<file path="src/rtl/sample_scheduler_if.sv">
// sample_scheduler_if: handshake bundle between the sample scheduler and the ADC, SDFT and line writer
interface sample_scheduler_if #(
  parameter int ADC_W = 12,
  parameter int OVR_W = 8
);
  logic             enable;
  logic             adc_start;
  logic             adc_valid;
  logic [ADC_W-1:0] adc_data;
  logic [ADC_W-1:0] sdft_sample;
  logic             sdft_start;
  logic             sdft_ready;
  logic             line_req;
  logic             line_ack;
  logic             overrun;
  logic [OVR_W-1:0] overrun_count;
  modport master (
    input  enable, adc_valid, adc_data, sdft_ready, line_ack,
    output adc_start, sdft_sample, sdft_start, line_req, overrun, overrun_count
  );
  modport slave (
    output enable, adc_valid, adc_data, sdft_ready, line_ack,
    input  adc_start, sdft_sample, sdft_start, line_req, overrun, overrun_count
  );
endinterface

</file>
<file path="src/rtl/sample_scheduler.sv">
// sample_scheduler: paces ADC samples into the SDFT and requests waterfall lines; SAMPLE_SCHED_OVERRUN_EN records dropped ticks
module sample_scheduler #(
  parameter int SAMPLE_DIV   = 1250,
  parameter int LINE_SAMPLES = 64,
  parameter int ADC_W        = 12,
  parameter int OVR_W        = 8
) (
  input logic clk,
  input logic reset,
  sample_scheduler_if.master bus
);
  localparam int DW = $clog2(SAMPLE_DIV);
  localparam int SW = $clog2(LINE_SAMPLES + 1);
  typedef enum logic [2:0] {IDLE, WAIT_ADC, START_SDFT, WAIT_SDFT, LINE} state_t;
  state_t state, state_nx;
  logic [DW-1:0] div_cnt;
  logic [SW-1:0] smp_cnt, smp_cnt_nx;
  logic [ADC_W-1:0] sample_nx;
  logic first, tick, done;
  assign tick = bus.enable && div_cnt == DW'(SAMPLE_DIV - 1);
  assign done = state == WAIT_SDFT && !first && bus.sdft_ready;
  always_comb begin
    state_nx   = state;
    smp_cnt_nx = smp_cnt;
    sample_nx  = bus.sdft_sample;
    case (state)
      IDLE:       state_nx = tick ? WAIT_ADC : IDLE;
      WAIT_ADC: begin
        state_nx  = bus.adc_valid ? START_SDFT : WAIT_ADC;
        sample_nx = bus.adc_valid ? bus.adc_data : bus.sdft_sample;
      end
      START_SDFT: state_nx = WAIT_SDFT;
      WAIT_SDFT: begin
        smp_cnt_nx = done ? smp_cnt + SW'(1) : smp_cnt;
        state_nx   = !done ? WAIT_SDFT : smp_cnt == SW'(LINE_SAMPLES - 1) ? LINE : IDLE;
      end
      LINE: begin
        smp_cnt_nx = bus.line_ack ? '0 : smp_cnt;
        state_nx   = bus.line_ack ? IDLE : LINE;
      end
      default:    state_nx = IDLE;
    endcase
  end
  always_ff @(posedge clk) begin
    if (reset) begin
      state           <= IDLE;
      div_cnt         <= '0;
      smp_cnt         <= '0;
      first           <= 1'b0;
      bus.adc_start   <= 1'b0;
      bus.sdft_start  <= 1'b0;
      bus.line_req    <= 1'b0;
      bus.sdft_sample <= '0;
    end else begin
      state           <= state_nx;
      div_cnt         <= (!bus.enable || tick) ? '0 : div_cnt + DW'(1);
      smp_cnt         <= smp_cnt_nx;
      first           <= state == START_SDFT;
      bus.adc_start   <= state == IDLE && tick;
      bus.sdft_start  <= state_nx == START_SDFT;
      bus.line_req    <= state_nx == LINE;
      bus.sdft_sample <= sample_nx;
    end
  end
`ifdef SAMPLE_SCHED_OVERRUN_EN
  logic drop;
  assign drop = tick && state != IDLE;
  always_ff @(posedge clk) begin
    if (reset) begin
      bus.overrun       <= 1'b0;
      bus.overrun_count <= '0;
    end else if (drop) begin
      bus.overrun       <= 1'b1;
      bus.overrun_count <= bus.overrun_count == '1 ? bus.overrun_count : bus.overrun_count + OVR_W'(1);
    end
  end
`else
  assign bus.overrun       = 1'b0;
  assign bus.overrun_count = '0;
`endif
endmodule

</file>
<file path="src/flat_wrapper.sv">
// flat-port wrapper written by rule: the top's interface ports become plain ports
module sample_scheduler_flat 
#(
  parameter int SAMPLE_DIV   = 1250,
  parameter int LINE_SAMPLES = 64,
  parameter int ADC_W        = 12,
  parameter int OVR_W        = 8
)
  (clk, reset, bus_enable, bus_adc_valid, bus_adc_data, bus_sdft_ready, bus_line_ack, bus_adc_start, bus_sdft_sample, bus_sdft_start, bus_line_req, bus_overrun, bus_overrun_count);
  sample_scheduler_if #(.ADC_W(ADC_W), .OVR_W(OVR_W)) bus_i ();
  input logic clk;
  input logic reset;
  input wire logic [$bits(bus_i.enable)-1:0] bus_enable;
  input wire logic [$bits(bus_i.adc_valid)-1:0] bus_adc_valid;
  input wire logic [$bits(bus_i.adc_data)-1:0] bus_adc_data;
  input wire logic [$bits(bus_i.sdft_ready)-1:0] bus_sdft_ready;
  input wire logic [$bits(bus_i.line_ack)-1:0] bus_line_ack;
  output wire logic [$bits(bus_i.adc_start)-1:0] bus_adc_start;
  output wire logic [$bits(bus_i.sdft_sample)-1:0] bus_sdft_sample;
  output wire logic [$bits(bus_i.sdft_start)-1:0] bus_sdft_start;
  output wire logic [$bits(bus_i.line_req)-1:0] bus_line_req;
  output wire logic [$bits(bus_i.overrun)-1:0] bus_overrun;
  output wire logic [$bits(bus_i.overrun_count)-1:0] bus_overrun_count;
  assign bus_i.enable = bus_enable;
  assign bus_i.adc_valid = bus_adc_valid;
  assign bus_i.adc_data = bus_adc_data;
  assign bus_i.sdft_ready = bus_sdft_ready;
  assign bus_i.line_ack = bus_line_ack;
  assign bus_adc_start = bus_i.adc_start;
  assign bus_sdft_sample = bus_i.sdft_sample;
  assign bus_sdft_start = bus_i.sdft_start;
  assign bus_line_req = bus_i.line_req;
  assign bus_overrun = bus_i.overrun;
  assign bus_overrun_count = bus_i.overrun_count;
  sample_scheduler #(.SAMPLE_DIV(SAMPLE_DIV), .LINE_SAMPLES(LINE_SAMPLES), .ADC_W(ADC_W), .OVR_W(OVR_W)) u_core (.clk(clk), .reset(reset), .bus(bus_i));
endmodule
</file>
<file path="config.mk">
export PLATFORM = sky130hd
export DESIGN_NAME = sample_scheduler_flat
export DESIGN_NICKNAME = d
export VERILOG_FILES = /design/src/rtl/sample_scheduler_if.sv /design/src/rtl/sample_scheduler.sv /design/src/flat_wrapper.sv
export SDC_FILE = /design/constraint.sdc
export NUM_CORES = 1
export LEC_CHECK = 0
export BUFFER_PORTS_ARGS = -buffer_cell sky130_fd_sc_hd__buf_2
export CAP_MARGIN = 20
export CORE_ASPECT_RATIO = 1.4
export CORE_MARGIN = 2
export CORE_UTILIZATION = 46
export DETAILED_ROUTE_END_ITERATION = 8
export GPL_TIMING_DRIVEN = 1
export HOLD_SLACK_MARGIN = 0.15
export PLACE_DENSITY = 0.73
export SETUP_SLACK_MARGIN = 0.5
export SLEW_MARGIN = 20
export SYNTH_ARGS = -nofsm -noshare
export SYNTH_HDL_FRONTEND = slang
export SYNTH_SLANG_ARGS = --single-unit
</file>
<file path="constraint.sdc">
create_clock -name clk -period 1.35 [get_ports clk]
set_input_delay 0.27 -clock clk [delete_from_list [all_inputs] [get_ports clk]]
set_output_delay 0.27 -clock clk [all_outputs]
set_load 0.005 [all_outputs]
</file>
==> results of run 1 <==
## timing repair
item / in CTS / in global routing
pin swaps: 7 / 31
resized for setup: 29 / 57
buffers inserted: 5 / 0
setup endpoints to repair: 52 / 52
hold buffers: 0 / 0
endpoints found under the hold margin: 0 / 0
cloned: 0 / 1
## layer usage
metal  vias up  GRT usage, %
li1        682             -
met1       656         17.62
met2        43         31.55
met3         4         5.123
met4         0         7.692
met5         -             0
## metrics by stage
| stage | setup WS [ns] | hold WS [ns] |
|---|---|---|
| after floorplan | 0.1368 | 0.3713 |
| after global placement | 0.05712 | 0.4414 |
| after detailed placement | 0.02850 | 0.4471 |
| after CTS | 0.09264 | 0.1996 |
| after global routing | -0.01159 | 0.2107 |
| final | 0.07440 | 0.2042 |
## registers in the layout, summed over array words and instances (netlist names)
name                    flops
u_core.bus.sdft_start       1
u_core.state                3
u_core.smp_cnt              7
u_core.bus.sdft_sample     12
u_core.first                1
u_core.bus.adc_start        1
u_core.bus.line_req         1
u_core.div_cnt             11
## worst max-delay path, stage by stage, from the launching register on
cell,delay [ns]
dfxtp_4,0.37
inv_2,0.04
ha_4,0.15
nand2_4,0.06
nor4_4,0.04
a211o_1,0.30
buf_6,0.15
nor2_1,0.09
## layout by cell type (no fill, tap or decap), types with 5 or more instances in the layout
cell type | netlist | final
conb_1 | 1 | 9
dfxtp_2 | 0 | 18
buf_4 | 9 | 6
o21ai_1 | 4 | 7
nand2_1 | 34 | 21
a21oi_2 | 0 | 14
dfxtp_1 | 37 | 14
dfxtp_4 | 0 | 5
nand2_2 | 0 | 10
clkbuf_8 | 0 | 5
buf_2 | 3 | 25
nor2_1 | 16 | 11
buf_6 | 2 | 13
xnor2_1 | 5 | 5
## power by group
part / internal (mW) / total [mW] / switching (mW)
combinational: 0.0459 / 0.103 / 0.0576
clock: 0.659 / 1.05 / 0.387
sequential: 1.09 / 1.09 / 0.00562
total: 1.79 / 2.24 / 0.450
## path summary, 6_finish.rpt
| path | start | endpoint |
|---|---|---|
| worst min-delay path | bus_line_ack | u_core.state[2] |
| worst max-delay path | u_core.div_cnt[1] | u_core.div_cnt[0] |
| worst min register to register | u_core.smp_cnt[2] | u_core.smp_cnt[2] |
| worst max register to register | u_core.div_cnt[1] | u_core.div_cnt[0] |
## layout make-up
| type | instances | area (µm²) | share of cell area [%] |
|---|---|---|---|
| inverter | 5 | 18.77 | 0.8361 |
| clock buffer | 6 | 93.84 | 4.181 |
| multi-input combinational | 132 | 948.4 | 42.25 |
| tap | 40 | 50.05 | 2.230 |
| sequential | 37 | 782.0 | 34.84 |
| clock inverter | 2 | 35.03 | 1.561 |
| timing repair buffer | 44 | 316.6 | 14.10 |
## cell families after synthesis
group           Yosys count  share of synthesized area [%]
fa+ha+maj                 3                          2.395
xor+xnor                  9                          5.028
flops                    37                          47.25
other cells               1                         0.2392
compound gates           31                          11.57
buf+inv                  21                          8.380
mux                       2                          1.357
simple gates             78                          23.78
==> flow_metrics.env, run 1 <==
export IMPL_status="finished clean"
export IMPL_crit_type="reg -> reg"
export IMPL_dr_total_vias=1385
export IMPL_power_density_mw_per_mm2=998.3
export IMPL_portBuffers=32
export IMPL_grt_antenna_before_repair=0
export IMPL_ant_nets=0
export IMPL_whs_path_depth=2
export IMPL_ys_warn_count=0
export IMPL_grt_total_usage_pct=17.37
export IMPL_placed_area_mm2=0.001788
export IMPL_clkTransAtPathRegs_ns=0.08
export IMPL_synth_area_leaders="dfxtp_1 (47%), nand2_1 (8.1%), a21oi_1 (4.8%)"
export IMPL_period_share_pct=94.49
export IMPL_drv_cap=0
export IMPL_vias_per_cell=5.207
export IMPL_synthArstFlopShare_pct=0
export IMPL_clk_path_buf_depth=2
export IMPL_startpoint_type="flip-flop"
export IMPL_ioPinCount=42
export IMPL_syn_inst=182
export IMPL_synth_most_common_cell="dfxtp_1"
export IMPL_clock_sinks=37
export IMPL_cp_max_fo=5
export IMPL_tns_ns=0
export IMPL_r2r_slack_ns=0.07
export IMPL_ir_drop_mv=1.034
export IMPL_drv_slew=0
export IMPL_clock_latency_ns=0.29
export IMPL_fin_nets=246
export IMPL_finalHoldViolations=0
export IMPL_period_needed_ns=1.276
export IMPL_grt_max_degree=15
export IMPL_dp_hpwl_mm=2.167
export IMPL_ys_types=38
export IMPL_worstSetupEndpointType="flip-flop"
export IMPL_wl_met3_um=186
export IMPL_skew_ns=0.007780
export IMPL_top_layer_used="met4"
export IMPL_grt_setup_unrepaired="yes"
export IMPL_drc=0
export IMPL_htreeDepth=2
export IMPL_setup_viol=0
export IMPL_cts_buffers=5
export IMPL_fin_util_pct=67.70
export IMPL_synth_top_area_cell="dfxtp_1"
export IMPL_wl_met2_mm=1.839
export IMPL_syn_avg_cell_area_um2=8.614
export IMPL_rows=25
export IMPL_dieArea_mm2=0.003898
export IMPL_power_mw=2.241
export IMPL_synth_main_ff_cell="dfxtp_1"
export IMPL_required_ns=1.57
export IMPL_place_inst=252
export IMPL_num_fill_cells=254
export IMPL_ys_ff_latch=37
export IMPL_place_gp_congestion=0.7369
export IMPL_cp_arrival_ns=1.50
export IMPL_synth_area_mm2=0.001568
export IMPL_avgRoutedWirePerCell_um=13.00
export IMPL_synthToLayoutAreaGrowth_pct=43.18
export IMPL_cts_root_buf="clkbuf_8"
export IMPL_grt_pass1_wl_mm=5.002
export IMPL_antenna_diode_count=0
export IMPL_grt_pass1_vias=1198
export IMPL_initialDrtViolationCount=13
export IMPL_cts_tree="yes"
export IMPL_synth_edf_count=0
export IMPL_fmax_mhz=783.9
export IMPL_fin_cells=266
export IMPL_drt_pass1_iter_count=4
export IMPL_coreArea_mm2=0.003316
export IMPL_start_util_pct=47.28
export IMPL_drive_above_1_share_pct=55.75
export IMPL_yosysTopAreaCellShare_pct=47.25
export IMPL_synth_common_cells="dfxtp_1 (37), nand2_1 (34), nor2_1 (16), a21oi_1 (15), buf_4 (9)"
export IMPL_postLayoutCellArea_mm2=0.002245
export IMPL_wl_met1_mm=1.372
export IMPL_r2r_cells=7
export IMPL_die_h_um=73.08
export IMPL_p_leak_nw=0.8545
export IMPL_grt_ovfl_total=0
export IMPL_die_w_um=53.34
export IMPL_wirelength_mm=3.458
export IMPL_ys_seq_area_share_pct=47.25
export IMPL_hold_path_class="in -> reg"
Power figures use the tool's default switching activity.
==> run 2, diff against run 1 <==
Settings changed: CORE_UTILIZATION 46 to 54, PLACE_DENSITY 0.73 to 0.81.
Clock period 1.35 ns to 1.48 ns, I/O delays scaled along.
==> run 2 against run 1 <==
Effect of this change:
- clock power decreased by 33%
- die area decreased by 14%
- register-to-register slack improved by 0.09 ns
- count of clock-buffer cells in the layout increased by 1
- highest routed layer unchanged
- sequential share of layout area increased by 1.5 points
- sequential power decreased by 9%
==> flow_metrics.env, run 2 (synthesis results as in run 1) <==
export IMPL_final_common_cell="buf_2"
export IMPL_clock_latency_ns=0.29
export IMPL_avgRoutedWirePerCell_um=16.10
export IMPL_crit_type="reg -> reg"
export IMPL_die_w_um=49.54
export IMPL_drc=0
export IMPL_startpoint_type="flip-flop"
export IMPL_power_density_mw_per_mm2=825.9
export IMPL_layout_common_cells="buf_2 (26), nand2_1 (24), dfxtp_2 (20)"
export IMPL_placed_area_mm2=0.001754
export IMPL_portBuffers=32
export IMPL_cts_tree="yes"
export IMPL_wirelength_mm=4.218
export IMPL_place_gp_congestion=0.7941
export IMPL_cp_arrival_ns=1.54
export IMPL_vias_per_cell=5.492
export IMPL_period_needed_ns=1.318
export IMPL_hold_path_class="in -> reg"
export IMPL_drt_pass1_iter_count=4
export IMPL_maxSlewHeadroom_pct=65.94
export IMPL_cp_max_fo=8
export IMPL_grt_max_degree=13
export IMPL_required_ns=1.70
export IMPL_antenna_diode_count=0
export IMPL_clock_sinks=37
export IMPL_fin_cells=262
export IMPL_grt_setup_unrepaired="yes"
export IMPL_die_h_um=67.76
export IMPL_regMostFlops="u_core.bus.sdft_sample"
export IMPL_tightest_slew_ns=0.5071
export IMPL_place_inst=245
export IMPL_fin_ws_ns=0.1624
export IMPL_fin_util_pct=76.53
export IMPL_cts_hold_buf=0
export IMPL_tns_ns=0
export IMPL_clk_path_buf_depth=2
export IMPL_grt_antenna_before_repair=0
export IMPL_fmax_mhz=759.0
export IMPL_rows=23
export IMPL_worstSetupEndpointType="flip-flop"
export IMPL_status="finished clean"
export IMPL_drv_slew=0
export IMPL_clkTransAtPathRegs_ns=0.07
export IMPL_dr_total_vias=1439
export IMPL_grt_pass1_vias=1290
export IMPL_start_util_pct=55.59
export IMPL_p_leak_nw=0.8190
export IMPL_dpl_worst_slack_ns=0.1231
export IMPL_reg_largest_list="u_core.bus.sdft_sample x12, u_core.div_cnt x11, u_core.smp_cnt x7"
export IMPL_grt_total_usage_pct=23.05
export IMPL_finalHoldViolations=0
export IMPL_grt_pass1_wl_mm=5.733
export IMPL_largest_reg_flops=12
export IMPL_cts_root_buf="clkbuf_8"
export IMPL_coreArea_mm2=0.002820
export IMPL_ir_drop_mv=0.7555
export IMPL_period_share_pct=89.03
export IMPL_cts_buffers=5
export IMPL_postLayoutCellArea_mm2=0.002158
export IMPL_dieArea_mm2=0.003357
export IMPL_synthToLayoutAreaGrowth_pct=37.67
export IMPL_setup_viol=0
export IMPL_drive_above_1_share_pct=53.33
export IMPL_initialDrtViolationCount=33
export IMPL_fin_nets=246
export IMPL_skew_ns=0.006059
export IMPL_htreeDepth=2
export IMPL_dp_hpwl_mm=2.147
export IMPL_ioPinCount=42
export IMPL_ant_nets=0
export IMPL_grt_ovfl_total=0
export IMPL_drv_cap=0
[run 2: changes by cell type in the layout (fill, tap and decap cells not counted), sizes merged]
| cell | previous run | this run |
|---|---|---|
| a211o | 1 | 2 |
| clkbuf | 6 | 7 |
| buf | 44 | 43 |
| clkinv | 1 | 0 |
| bufinv | 1 | 0 |
[run 2: cell type report]
| class | instances | area, µm² |
|---|---|---|
| multi-input cells | 133 | 930.9 |
| inverters | 5 | 18.77 |
| flip-flops and latches | 37 | 784.5 |
| clock buffers | 7 | 86.33 |
| well taps | 37 | 46.29 |
| repair buffers | 43 | 291.5 |
| fillers | 188 | 661.9 |
[run 2: final timing paths]
path,startpoint,end,cells past startpoint,slack [ns]
max,u_core.first,u_core.smp_cnt[6],5,0.16
min reg2reg,u_core.smp_cnt[2],u_core.smp_cnt[2],1,0.46
min,bus_adc_data[3],u_core.bus.sdft_sample[3],3,0.24
max reg2reg,u_core.first,u_core.smp_cnt[6],5,0.16
[run 2: what timing repair did]
item | 4_1_cts | 5_1_grt
cloned | 1 | 1
setup buffers | 5 | 3
endpoints found under the setup margin | 52 | 49
resized for setup | 39 | 34
pin swaps | 9 | 28
[run 2: report_power, final]
group | switching [mW] | internal [mW] | leakage [nW] | total [mW]
sequential | 0.00525 | 0.990 | 0.312 | 0.996
clock | 0.332 | 0.369 | 0.0443 | 0.701
combinational | 0.0519 | 0.0341 | 0.462 | 0.0860
[run 2: through the flow]
step	power, mW	hold WS, ns
finish	1.782	0.2415
global route	1.841	0.2362
CTS	1.772	0.2200
detailed placement	1.088	0.4527
global placement	1.086	0.4384
floorplan	1.079	0.3973
[run 2: critical path, cell delays in order (launching register included)]
cell and delay (ns):
dfxtp_2 0.34, nand4b_1 0.26, buf_4 0.20, nor2_4 0.20, nand3_2 0.14, o21ai_1 0.10
[run 2: metal layers]
layer,vias up,GRT usage [%],share of wire (%)
met1,706,25.10,41
met2,37,40.67,53
met3,8,6.195,4.1
met4,0,12.50,2.1
met5,-,0,0
li1,688,-,-
